==> config.mk <==
export PLATFORM = sky130hd
export DESIGN_NAME = pipe_stage_reg
export DESIGN_NICKNAME = d
export VERILOG_FILES = /design/src/rtl/pipe_stage_reg.sv
export SDC_FILE = /design/constraint.sdc
export NUM_CORES = 1
export LEC_CHECK = 0
export ABC_AREA = 1
export CORE_ASPECT_RATIO = 0.6
export CORE_MARGIN = 3
export CORE_UTILIZATION = 45
export DETAILED_ROUTE_END_ITERATION = 6
export PLACE_DENSITY = 0.74
export SYNTH_ARGS = -nofsm -noshare
export SYNTH_HDL_FRONTEND = slang
export SYNTH_SLANG_ARGS = --single-unit
export TNS_END_PERCENT = 30
==> constraint.sdc <==
create_clock -name clk_i -period 2.6 [get_ports clk_i]
set_clock_uncertainty 0.15 [all_clocks]
set_input_delay 0.26 -clock clk_i [delete_from_list [all_inputs] [get_ports clk_i]]
set_output_delay 0.26 -clock clk_i [all_outputs]
set_load 0.02 [all_outputs]
==> src/rtl/pipe_stage_reg.sv <==
// Elastic pipeline-stage register: one main register driving the output plus a
// one-word skid register, so in_ready_o can be registered without losing throughput.
// Also watches the upstream handshake and flags words withdrawn or altered before acceptance.
module pipe_stage_reg #(
    parameter int unsigned          DATA_W  = 64,
    parameter logic [DATA_W-1:0]    NOP_VAL = '0
) (
    input  logic              clk_i,
    input  logic              rst_i,
    input  logic              in_valid_i,
    output logic              in_ready_o,
    input  logic [DATA_W-1:0] in_data_i,
    input  logic              stall_i,
    input  logic              flush_i,
    output logic              out_valid_o,
    input  logic              out_ready_i,
    output logic [DATA_W-1:0] out_data_o,
    output logic [1:0]        occ_o,
    output logic              err_o
);

    typedef enum logic [1:0] {StEmpty, StOne, StTwo} state_e;

    state_e            state_q, state_d;
    logic [DATA_W-1:0] main_q, main_d;
    logic [DATA_W-1:0] skid_q, skid_d;
    logic [DATA_W-1:0] shadow_q;
    logic              pend_q, pend_d;
    logic              err_q, err_d;
    logic              push, pop;

    assign push = in_valid_i & in_ready_o;
    assign pop  = out_valid_o & out_ready_i & ~stall_i;

    // State and storage registers; reset wins over flush.
    always_ff @(posedge clk_i) begin
        if (rst_i) begin
            state_q  <= StEmpty;
            main_q   <= NOP_VAL;
            skid_q   <= NOP_VAL;
            shadow_q <= NOP_VAL;
            pend_q   <= 1'b0;
            err_q    <= 1'b0;
        end else begin
            state_q  <= state_d;
            main_q   <= main_d;
            skid_q   <= skid_d;
            shadow_q <= in_data_i;
            pend_q   <= pend_d;
            err_q    <= err_d;
        end
    end

    // Next-state and datapath selection; flush squashes both held words and this cycle's input.
    always_comb begin
        state_d = state_q;
        main_d  = main_q;
        skid_d  = skid_q;
        if (flush_i) begin
            state_d = StEmpty;
        end else begin
            unique case (state_q)
                StEmpty: begin
                    if (push) begin
                        state_d = StOne;
                        main_d  = in_data_i;
                    end
                end
                StOne: begin
                    if (push && pop) begin
                        main_d = in_data_i;
                    end else if (push) begin
                        state_d = StTwo;
                        skid_d  = in_data_i;
                    end else if (pop) begin
                        state_d = StEmpty;
                    end
                end
                StTwo: begin
                    if (pop) begin
                        state_d = StOne;
                        main_d  = skid_q;
                    end
                end
                default: state_d = StEmpty;
            endcase
        end
    end

    // Protocol monitor: an offer refused last cycle must be repeated unchanged this cycle.
    always_comb begin
        pend_d = in_valid_i & ~in_ready_o & ~flush_i;
        err_d  = err_q;
        if (pend_q && (!in_valid_i || (in_data_i != shadow_q))) begin
            err_d = 1'b1;
        end
    end

    // Outputs decoded purely from registered state, so in_ready has no path from out_ready.
    always_comb begin
        out_valid_o = 1'b0;
        in_ready_o  = 1'b1;
        occ_o       = 2'd0;
        unique case (state_q)
            StEmpty: begin
                out_valid_o = 1'b0;
                in_ready_o  = 1'b1;
                occ_o       = 2'd0;
            end
            StOne: begin
                out_valid_o = 1'b1;
                in_ready_o  = 1'b1;
                occ_o       = 2'd1;
            end
            StTwo: begin
                out_valid_o = 1'b1;
                in_ready_o  = 1'b0;
                occ_o       = 2'd2;
            end
            default: begin
                out_valid_o = 1'b0;
                in_ready_o  = 1'b1;
                occ_o       = 2'd0;
            end
        endcase
        out_data_o = out_valid_o ? main_q : NOP_VAL;
        err_o      = err_q;
    end

endmodule
==> qor.yml, run 1 <==
gp_congestion: 0.782
syn-num-nets: 1345
p_leak_uw: 0.00539
row_count: 38
antenna_found_initial: 0
cp.arrival_ps: 1980
postCtsHoldBufs: 0
cp_max_fo: 42
syn2layout_area_growth_pct: 24.2
cts.sink_count: 196
synth-seq-area-share_pct: 45.7
finalCritPeriodShare_pct: 91.8
seq_area_mm2: 0.00392
grt_pass1_wl_um: 34100
async_reset_ff_share_pct: 0
vias: 7666
drive_gt1_share_pct: 4.05
overflow: 0
slew_headroom_pct: 51.2
grt_pass1_vias: 7023
combPwrFrac_pct: 12.3
fin_nets: 1446
initial_core_util_pct: 46.7
n_antenna_cell: 0
gr-usage-all-layers_pct: 20.0
viasPerCell: 4.72
dp.cells: 1592
synth.distinct_cells: 22
switching_power_uw: 1800
drc: 0
pwr_density_cell_mw_per_mm2: 627
nFillCells: 1722
cts_tree: "yes"
layout_commonest_cell: "nand2_1"
max-vdd-ir-drop_mv: 0.417
synth_edf_count: 0
post-route-min-period_ps: 2390
hold_class: "in -> reg"
antenna_left: 0
wire_per_inst_um: 12.7
clockRootBuffer: "clkbuf_16"
dp_hpwl_um: 14000
sequentialPowerShare_pct: 49.1
maxCapViolCount: 0
status: "finished clean"
setup_viol: 0
endpoint_kind: "primary output"
finalHoldViolCount: 0
die_x_um: 184
ys_seq_elements: 196
synth_area_mm2: 0.00859
dr.first_iter.drc_count: 610
synth_area_per_cell_um2: 6.77
multi_input_area_mm2: 0.00342
ys.flop_type: "dfxtp_1"
portBuffers: 138
intPower_uw: 4880
fin_tns_setup_ps: 0
required_ps: 2190
cts_max_path_buffers: 2
finalWirelength_um: 20700
io_pins: 139
max_clock_freq_ghz: 0.419
ys_warn_count: 0
layout.cells.non_filler: 1624
slew_viol_final: 0
rsz0062_at_grt: "no"
first_pass_iters: 5
path_class: "reg -> out"
worstMarginPinSlew_ps: 733
dieArea_mm2: 0.0208
cts_max_level: 4
numCtsBuffers: 17
clkPwrFrac_pct: 38.6
clock_latency_ps: 430
final_cell_mix: "nand2_1, inv_1, dfxtp_1"
die_h_um: 113
fin_util_pct: 58.0
synthCells: 1270
swShare_pct: 27.0
core_area_mm2: 0.0184
startpoint_type: "flop"
grt_start_max_net_pins: 99
path_clk_slew_ps: 70
-- final timing paths --
kind                                 start  slack [ps]  cells after the start             end
worst max-delay path            state_q[1]         210                      6  out_data_o[62]
worst min-delay path                 rst_i         160                      4      main_q[11]
worst max register to register  state_q[1]         350                     11       main_q[2]
worst min register to register  skid_q[23]         300                      2      skid_q[23]
-- sequential cells by signal, indices dropped and copies added (netlist names) --
name	cells
main_q	64
shadow_q	64
skid_q	64
pend_q	1
state_q	2
err_o	1
-- per-layer routing --
metal,share of wire (%),track usage [%],vias to the layer above
met5,0,0,-
met4,1.0,4.78,0
met3,5.9,4.30,20
met2,43,31.0,185
met1,50,28.7,3367
li1,-,-,4094
-- Yosys cell counts, drive strengths merged, types with 2 or more instances --
library cell / instances / area (um2)
buf: 29 / 185
nand4: 5 / 31.3
nor2: 104 / 390
a31oi: 64 / 400
a21oi: 67 / 335
clkbuf: 41 / 154
xor2: 2 / 17.5
nand3: 8 / 40.0
nand2: 349 / 1310
dfxtp: 196 / 3920
ha: 5 / 62.6
inv: 250 / 938
o21ai: 135 / 676
xnor2: 9 / 78.8
or2: 3 / 18.8
-- kinds of logic (layout without fill, tap and decap cells) --
kind of cell	after synthesis	in the layout	synth area share (%)
buffers and inverters	320	434	14.9
XOR/XNOR	11	11	1.12
AO/OA/AOI/OAI	267	267	16.5
AND/OR/NAND/NOR	471	471	21.1
flip-flops	196	196	45.7
adder cells (fa/ha/maj)	5	5	0.728
-- layout make-up --
class,count,area share (%)
Inverter,250,8.84
Timing Repair Buffer,152,14.2
Clock inverter,14,1.36
Clock buffer,18,4.02
Tap cell,240,2.81
Sequential cell,196,36.8
Multi-Input combinational cell,754,32.1
-- worst max-delay path: stages, from the launching register on --
cell and delay, ps:
dfxtp_1 390, inv_1 120, ha_4 330, buf_12 220, nand2_1 90, inv_1 50, dlygate4sd2_1 330
-- power by group through the flow --
| stage | Combinational [uW] | Sequential, uW | Clock [uW] |
|---|---|---|---|
| 6_report | 825 | 3280 | 2580 |
| 5_1_grt | 934 | 3300 | 2750 |
| 4_1_cts | 829 | 3280 | 2620 |
| 3_5_place_dp | 839 | 3350 | 0 |
| 3_3_place_gp | 823 | 3350 | 0 |
| 2_1_floorplan | 527 | 3310 | 0 |
-- repair_timing --
action,4_1_cts,5_1_grt
gates resized for setup,63,5
buffers inserted,0,0
cloned,0,0
setup endpoints to repair,65,10
-- stage by stage --
| step | instance area, um2 | hold slack [ps] | setup WS [ps] | total power [uW] |
|---|---|---|---|---|
| after detailed placement | 10100 | 285 | 222 | 4190 |
| after global placement | 10100 | 282 | 339 | 4170 |
| final | 10700 | 164 | 214 | 6690 |
| after floorplan | 8590 | 217 | 509 | 3840 |
| after global routing | 10700 | 174 | 69.1 | 6980 |
| after CTS | 10700 | 157 | -135 | 6730 |
Note: power is estimated with default switching activity, not from simulation.
==> run 2: changes to the inputs <==
Settings changed: MAX_ROUTING_LAYER set to met4, PLACE_DENSITY 0.74 to 0.77.
Clock period 2.6 ns to 2 ns, I/O delays scaled along.
==> run 2 against run 1 <==
The flow now finishes with violations (setup timing). Sequential power rose by 30%. Critical path depth grew 2. Design area is 8.2% higher. Via count rose by 6.5%. Routed wire length is 18% higher. Register-to-register slack lost 390 ps. Global-route usage up 1.6 points. Die area unchanged. Power up 37%. Core utilization up 4.7 points. Clock-buffer cell count did not move. Critical path type unchanged. Critical endpoint is now out_data_o[59]. Largest power group unchanged.
==> qor.yml, run 2 (same netlist as run 1, synthesis figures left out) <==
status: "complete, but fails checks"
violations: "setup timing"
first_pass_iters: 5  # unchanged
hold_depth: 3  # -1
core_area_mm2: 0.0184  # unchanged
reg2regPathDepth: 12  # +1
viasPerCell: 4.87  # +3.2%
setup_viol: 37  # +37
n_antenna_cell: 0  # unchanged
startpoint_type: "flop"
fin_util_pct: 62.7  # +4.7 points
overflow: 0  # unchanged
layout_commonest_cell: "nand2_1"
max_clock_freq_ghz: 0.490
io_pins: 139  # unchanged
clock_latency_ps: 430  # about the same
slew_viol_final: 0  # unchanged
rsz0062_at_grt: "yes"
cts_max_path_buffers: 2  # unchanged
cts_tree: "yes"
min_to: "shadow_q[9]"
r2r_end: "main_q[63]"
drive_gt1_share_pct: 14.2  # +10 points
grt_start_max_net_pins: 75  # -24%
gr-usage-all-layers_pct: 21.6  # +1.6 points
max-vdd-ir-drop_mv: 0.591  # +42%
cts.sink_count: 196  # unchanged
grt_pass1_wl_um: 35900  # +5.4%
gp_congestion: 0.748  # -4.4%
clockRootBuffer: "clkbuf_16"
path_class: "reg -> out"
endpoint_kind: "primary output"
min_from: "in_data_i[9]"
grt_pass1_vias: 7365  # +4.9%
largestRegisters: "main_q x64, shadow_q x64, skid_q x64"
final_cell_mix: "nand2_1, inv_1, dfxtp_1"
path_clk_slew_ps: 80  # about the same
die_x_um: 184  # unchanged
dieArea_mm2: 0.0208  # unchanged
finalCritPeriodShare_pct: 102
syn2layout_area_growth_pct: 34.3
cp.arrival_ps: 1690  # -290 ps
initial_core_util_pct: 46.7  # unchanged
finalHoldViolCount: 0  # unchanged
cp_max_fo: 7  # -83%
maxCapViolCount: 0  # unchanged
numCtsBuffers: 17  # unchanged
post-route-min-period_ps: 2040
required_ps: 1650  # -540 ps
holdWs_ps: 221  # +56.9 ps
p_leak_uw: 0.00558  # +3.5%
r2r_start: "state_q[0]"
pwr_density_cell_mw_per_mm2: 793  # +27%
die_h_um: 113  # unchanged
slew_headroom_pct: 50.0  # -1.1 points
fin_nets: 1498  # +3.6%
dr.first_iter.drc_count: 637  # +4.4%
dp.cells: 1620  # +1.8%
layout.cells.non_filler: 1676  # +3.2%
r2r_slack_ps: -40  # -390 ps
dp_hpwl_um: 14500  # +3.6%
setup_slack_ps: -41.9  # -256 ps
row_count: 38  # unchanged
cts_max_level: 4  # unchanged
portBuffers: 138  # unchanged
vias: 8166  # +6.5%
hold_class: "in -> reg"
finalWirelength_um: 24400  # +18%
wire_per_inst_um: 14.5  # +14%
antenna_left: 0  # unchanged
power_uw: 9150  # +37%
drc: 0  # unchanged
antenna_found_initial: 0  # unchanged
worstMarginPinSlew_ps: 749  # +16.8 ps
## run 2: cell types whose count changed in the layout (fill, tap and decap cells not counted), moves of 7 or more
cell           delta
dlygate4sd2_1    -60
buf_2             +8
o21ai_0           -9
buf_6            +16
o21ai_2           +7
buf_4            +71
a31oi_1          -11
clkbuf_16         +8
## run 2: report_power, final
group	leakage, uW	internal, uW	switching, uW
Combinational	0.00368	677	759
Sequential	0.00161	4130	131
Clock	0.000288	1790	1660
## run 2: worst max-delay path: stages (launching register included)
cell	delay, ps
dfxtp_2	330
inv_2	50
ha_4	240
buf_4	150
buf_12	130
buf_16	140
nand2_1	60
inv_1	40
buf_4	140
## run 2: through the flow
| stage | area [um2] | TNS (ps) | setup slack, ps |
|---|---|---|---|
| 3_3_place_gp | 10400 | -3290 | -78.6 |
| 3_5_place_dp | 10400 | -6580 | -119 |
| 4_1_cts | 10800 | -1120 | -82.0 |
| 2_1_floorplan | 8590 | -1840 | -30.6 |
| 6_report | 11500 | -827 | -41.9 |
| 5_1_grt | 11500 | -8060 | -131 |
## run 2: metal layers
metal	wire length [um]	GRT usage (%)	vias up
li1	-	-	4219
met3	1540	4.34	16
met2	11200	34.1	232
met4	191	3.57	0
met1	11500	29.4	3699
met5	0	-	-
## run 2: layout make-up
type,count,area [um2]
multi-input combinational,754,3600
sequential,196,3930
fill,1661,6850
clock inverter,14,166
timing repair buffer,203,2150
timing repair inverter,1,17.5
clock buffer,18,429
tap,240,300
inverter,250,953
## run 2: worst max path at each step
stage / from / end / slack [ps] / cells past startpoint
3_3_place_gp: state_q[1] / out_data_o[20] / -80 / 6
6_report: state_q[1] / out_data_o[59] / -40 / 8
5_1_grt: state_q[0] / main_q[41] / -130 / 12
4_1_cts: state_q[0] / main_q[20] / -80 / 12
2_1_floorplan: state_q[0] / out_data_o[10] / -30 / 6
3_5_place_dp: state_q[0] / out_data_o[48] / -120 / 6
## run 2: what timing repair did
item | 4_1_cts | 5_1_grt
buffers inserted | 2 | 5
endpoints found under the hold margin | 0 | 0
pin swaps | 0 | 1
hold buffers | 0 | 0
gates resized for setup | 280 | 113
endpoints found under the setup margin | 124 | 129
gates cloned | 2 | 15
==> run 3: changes to the inputs <==
Settings changed: CORE_MARGIN 3 to not set, MAX_ROUTING_LAYER met4 to not set, PLACE_DENSITY 0.77 to 0.74.
Clock period 2 ns to 2.4 ns, I/O delays scaled along.
==> run 3 against run 2 <==
The flow now finishes without violations. Hold slack got worse by 84 ps. Critical path depth is 2 lower. Design area decreased by 5.8%. Register-to-register slack better by 230 ps. First-iteration DRC count fell by 8.6%. Core utilization decreased by 3.6 points. Die area is 5.6% lower. Final cell count shrank 2.4%. Critical path type unchanged. Largest power group unchanged. Highest routed layer unchanged.
==> qor.yml, run 3 (same netlist as run 1, synthesis figures left out) <==
status: "finished clean"
post-route-min-period_ps: 2320
initial_core_util_pct: 46.7  # unchanged
core_area_mm2: 0.0184  # unchanged
gr-usage-all-layers_pct: 21.5  # -0.11 points
antenna_left: 0  # unchanged
cp.arrival_ps: 1930  # +240 ps
hold_class: "in -> reg"
n_antenna_cell: 0  # unchanged
cts_max_path_buffers: 2  # unchanged
place_area_mm2: 0.0102  # -2.2%
grt_start_max_net_pins: 69  # -8.0%
first_pass_iters: 5  # unchanged
pwr_density_cell_mw_per_mm2: 676  # -15%
path_cells: "inv_2, ha_4, bufbuf_16, nand2_1, inv_1, clkdlybuf4s15_1"
fin_nets: 1458  # -2.7%
path_clk_slew_ps: 70  # about the same
largestRegisters: "main_q x64, shadow_q x64, skid_q x64"
cts.sink_count: 196  # unchanged
fin_util_pct: 59.1  # -3.6 points
overflow: 0  # unchanged
path_class: "reg -> out"
vias: 7879  # -3.5%
layout_commonest_cell: "nand2_1"
finalCritPeriodShare_pct: 96.6
grt_pass1_vias: 6932  # -5.9%
final_cell_mix: "nand2_1, inv_1, dfxtp_1"
gp_congestion: 0.757  # +1.1%
postCtsHoldBufs: 0  # unchanged
die_h_um: 109  # -3.5%
finalHoldViolCount: 0  # unchanged
cp_max_fo: 20  # +13
p_leak_uw: 0.00536  # -3.9%
clockRootBuffer: "clkbuf_16"
drive_gt1_share_pct: 6.31  # -7.9 points
startpoint_type: "flop"
syn2layout_area_growth_pct: 26.6
wire_per_inst_um: 13.3  # -8.8%
fin_tns_setup_ps: 0  # +827 ps
drc: 0  # unchanged
setup_viol: 0  # -100%
postLayoutCellArea_mm2: 0.0109  # -5.8%
dr.first_iter.drc_count: 582  # -8.6%
rsz0062_at_grt: "no"
dieArea_mm2: 0.0197  # -5.6%
place_ws_ps: 130  # +249 ps
grt_pass1_wl_um: 33900  # -5.6%
maxCapViolCount: 0  # unchanged
dp_hpwl_um: 13800  # -4.8%
cts_tree: "yes"
max_clock_freq_ghz: 0.431
required_ps: 2010  # +360 ps
worstMarginPinSlew_ps: 727  # -22.4 ps
row_count: 38  # unchanged
viasPerCell: 4.82  # -1.1%
cp_slowest_stage_delay_ps: 360  # +30 ps
clock_latency_ps: 430  # about the same
die_x_um: 180  # -2.2%
finalWirelength_um: 21700  # -11%
numCtsBuffers: 17  # unchanged
crit_slowest_cell: "dfxtp_2"
cts_max_level: 4  # unchanged
setup_slack_ps: 82.5  # +124 ps
slew_headroom_pct: 51.5  # +1.5 points
slew_viol_final: 0  # unchanged
antenna_found_initial: 0  # unchanged
portBuffers: 138  # unchanged
endpoint_kind: "primary output"
io_pins: 139  # unchanged
max-vdd-ir-drop_mv: 0.468  # -21%
run 3: changes by cell type in the layout (fill, tap and decap cells not counted), moves of 4 or more:
cell             before  now
buf_2                 9    1
clkbuf_2              1   15
o21ai_2               7    0
dlygate4sd2_1         1   41
a31oi_4               6    0
buf_4                77   10
buf_12               13    9
a31oi_2               5    0
buf_6                16    1
clkbuf_16            25   21
a31oi_1              53   64
clkdlybuf4s15_1       1    9
buf_8                 4    0
o21ai_0              12   21
run 3: critical path, delay by kind of cell, from the launching register on:
kind | cells | cell delay (ps)
and+or+nand+nor | 1 | 60
DFF | 1 | 360
buffers and inverters | 4 | 730
adders and majority gates | 1 | 340
run 3: layout make-up:
class                      count  area (um2)
fill                        1700        7520
timing repair buffer         164        1680
tap                          240         300
clock inverter                13         146
multi-input combinational    754        3430
clock buffer                  18         439
inverter                     250         955
sequential                   196        3930
run 3: final timing paths:
check             cells after the start  slack (ps)  startpoint              to
setup / recovery                      6          80  state_q[0]  out_data_o[10]
hold / removal                        4         140       rst_i      skid_q[15]
setup reg to reg                     12         190  state_q[0]      main_q[32]
hold reg to reg                       2         290  skid_q[55]      skid_q[55]
run 3: through the flow:
stage,cells,total power [uW],hold slack [ps]
floorplan,1270,4160,197
global placement,1594,4510,281
detailed placement,1594,4540,285
CTS,1626,7330,125
global route,1635,7670,158
finish,1635,7360,137
run 3: report_power, final:
group	total, uW	switching (uW)	internal, uW
Sequential	3540	99.3	3450
Clock	2820	1330	1490
Combinational	989	553	436
run 3: layer usage:
metal | GRT usage (%) | wire length, um | share of wire, %
met1 | 29.8 | 10900 | 50
met4 | 5.37 | 251 | 1.2
met2 | 35.2 | 9480 | 44
met3 | 3.31 | 1040 | 4.8
met5 | 0 | 0 | 0
run 3: what timing repair did:
action,CTS,global route
resized for setup,92,24
buffers inserted,0,4
pin swaps,0,1
endpoints found under the setup margin,67,79
cloned,1,5
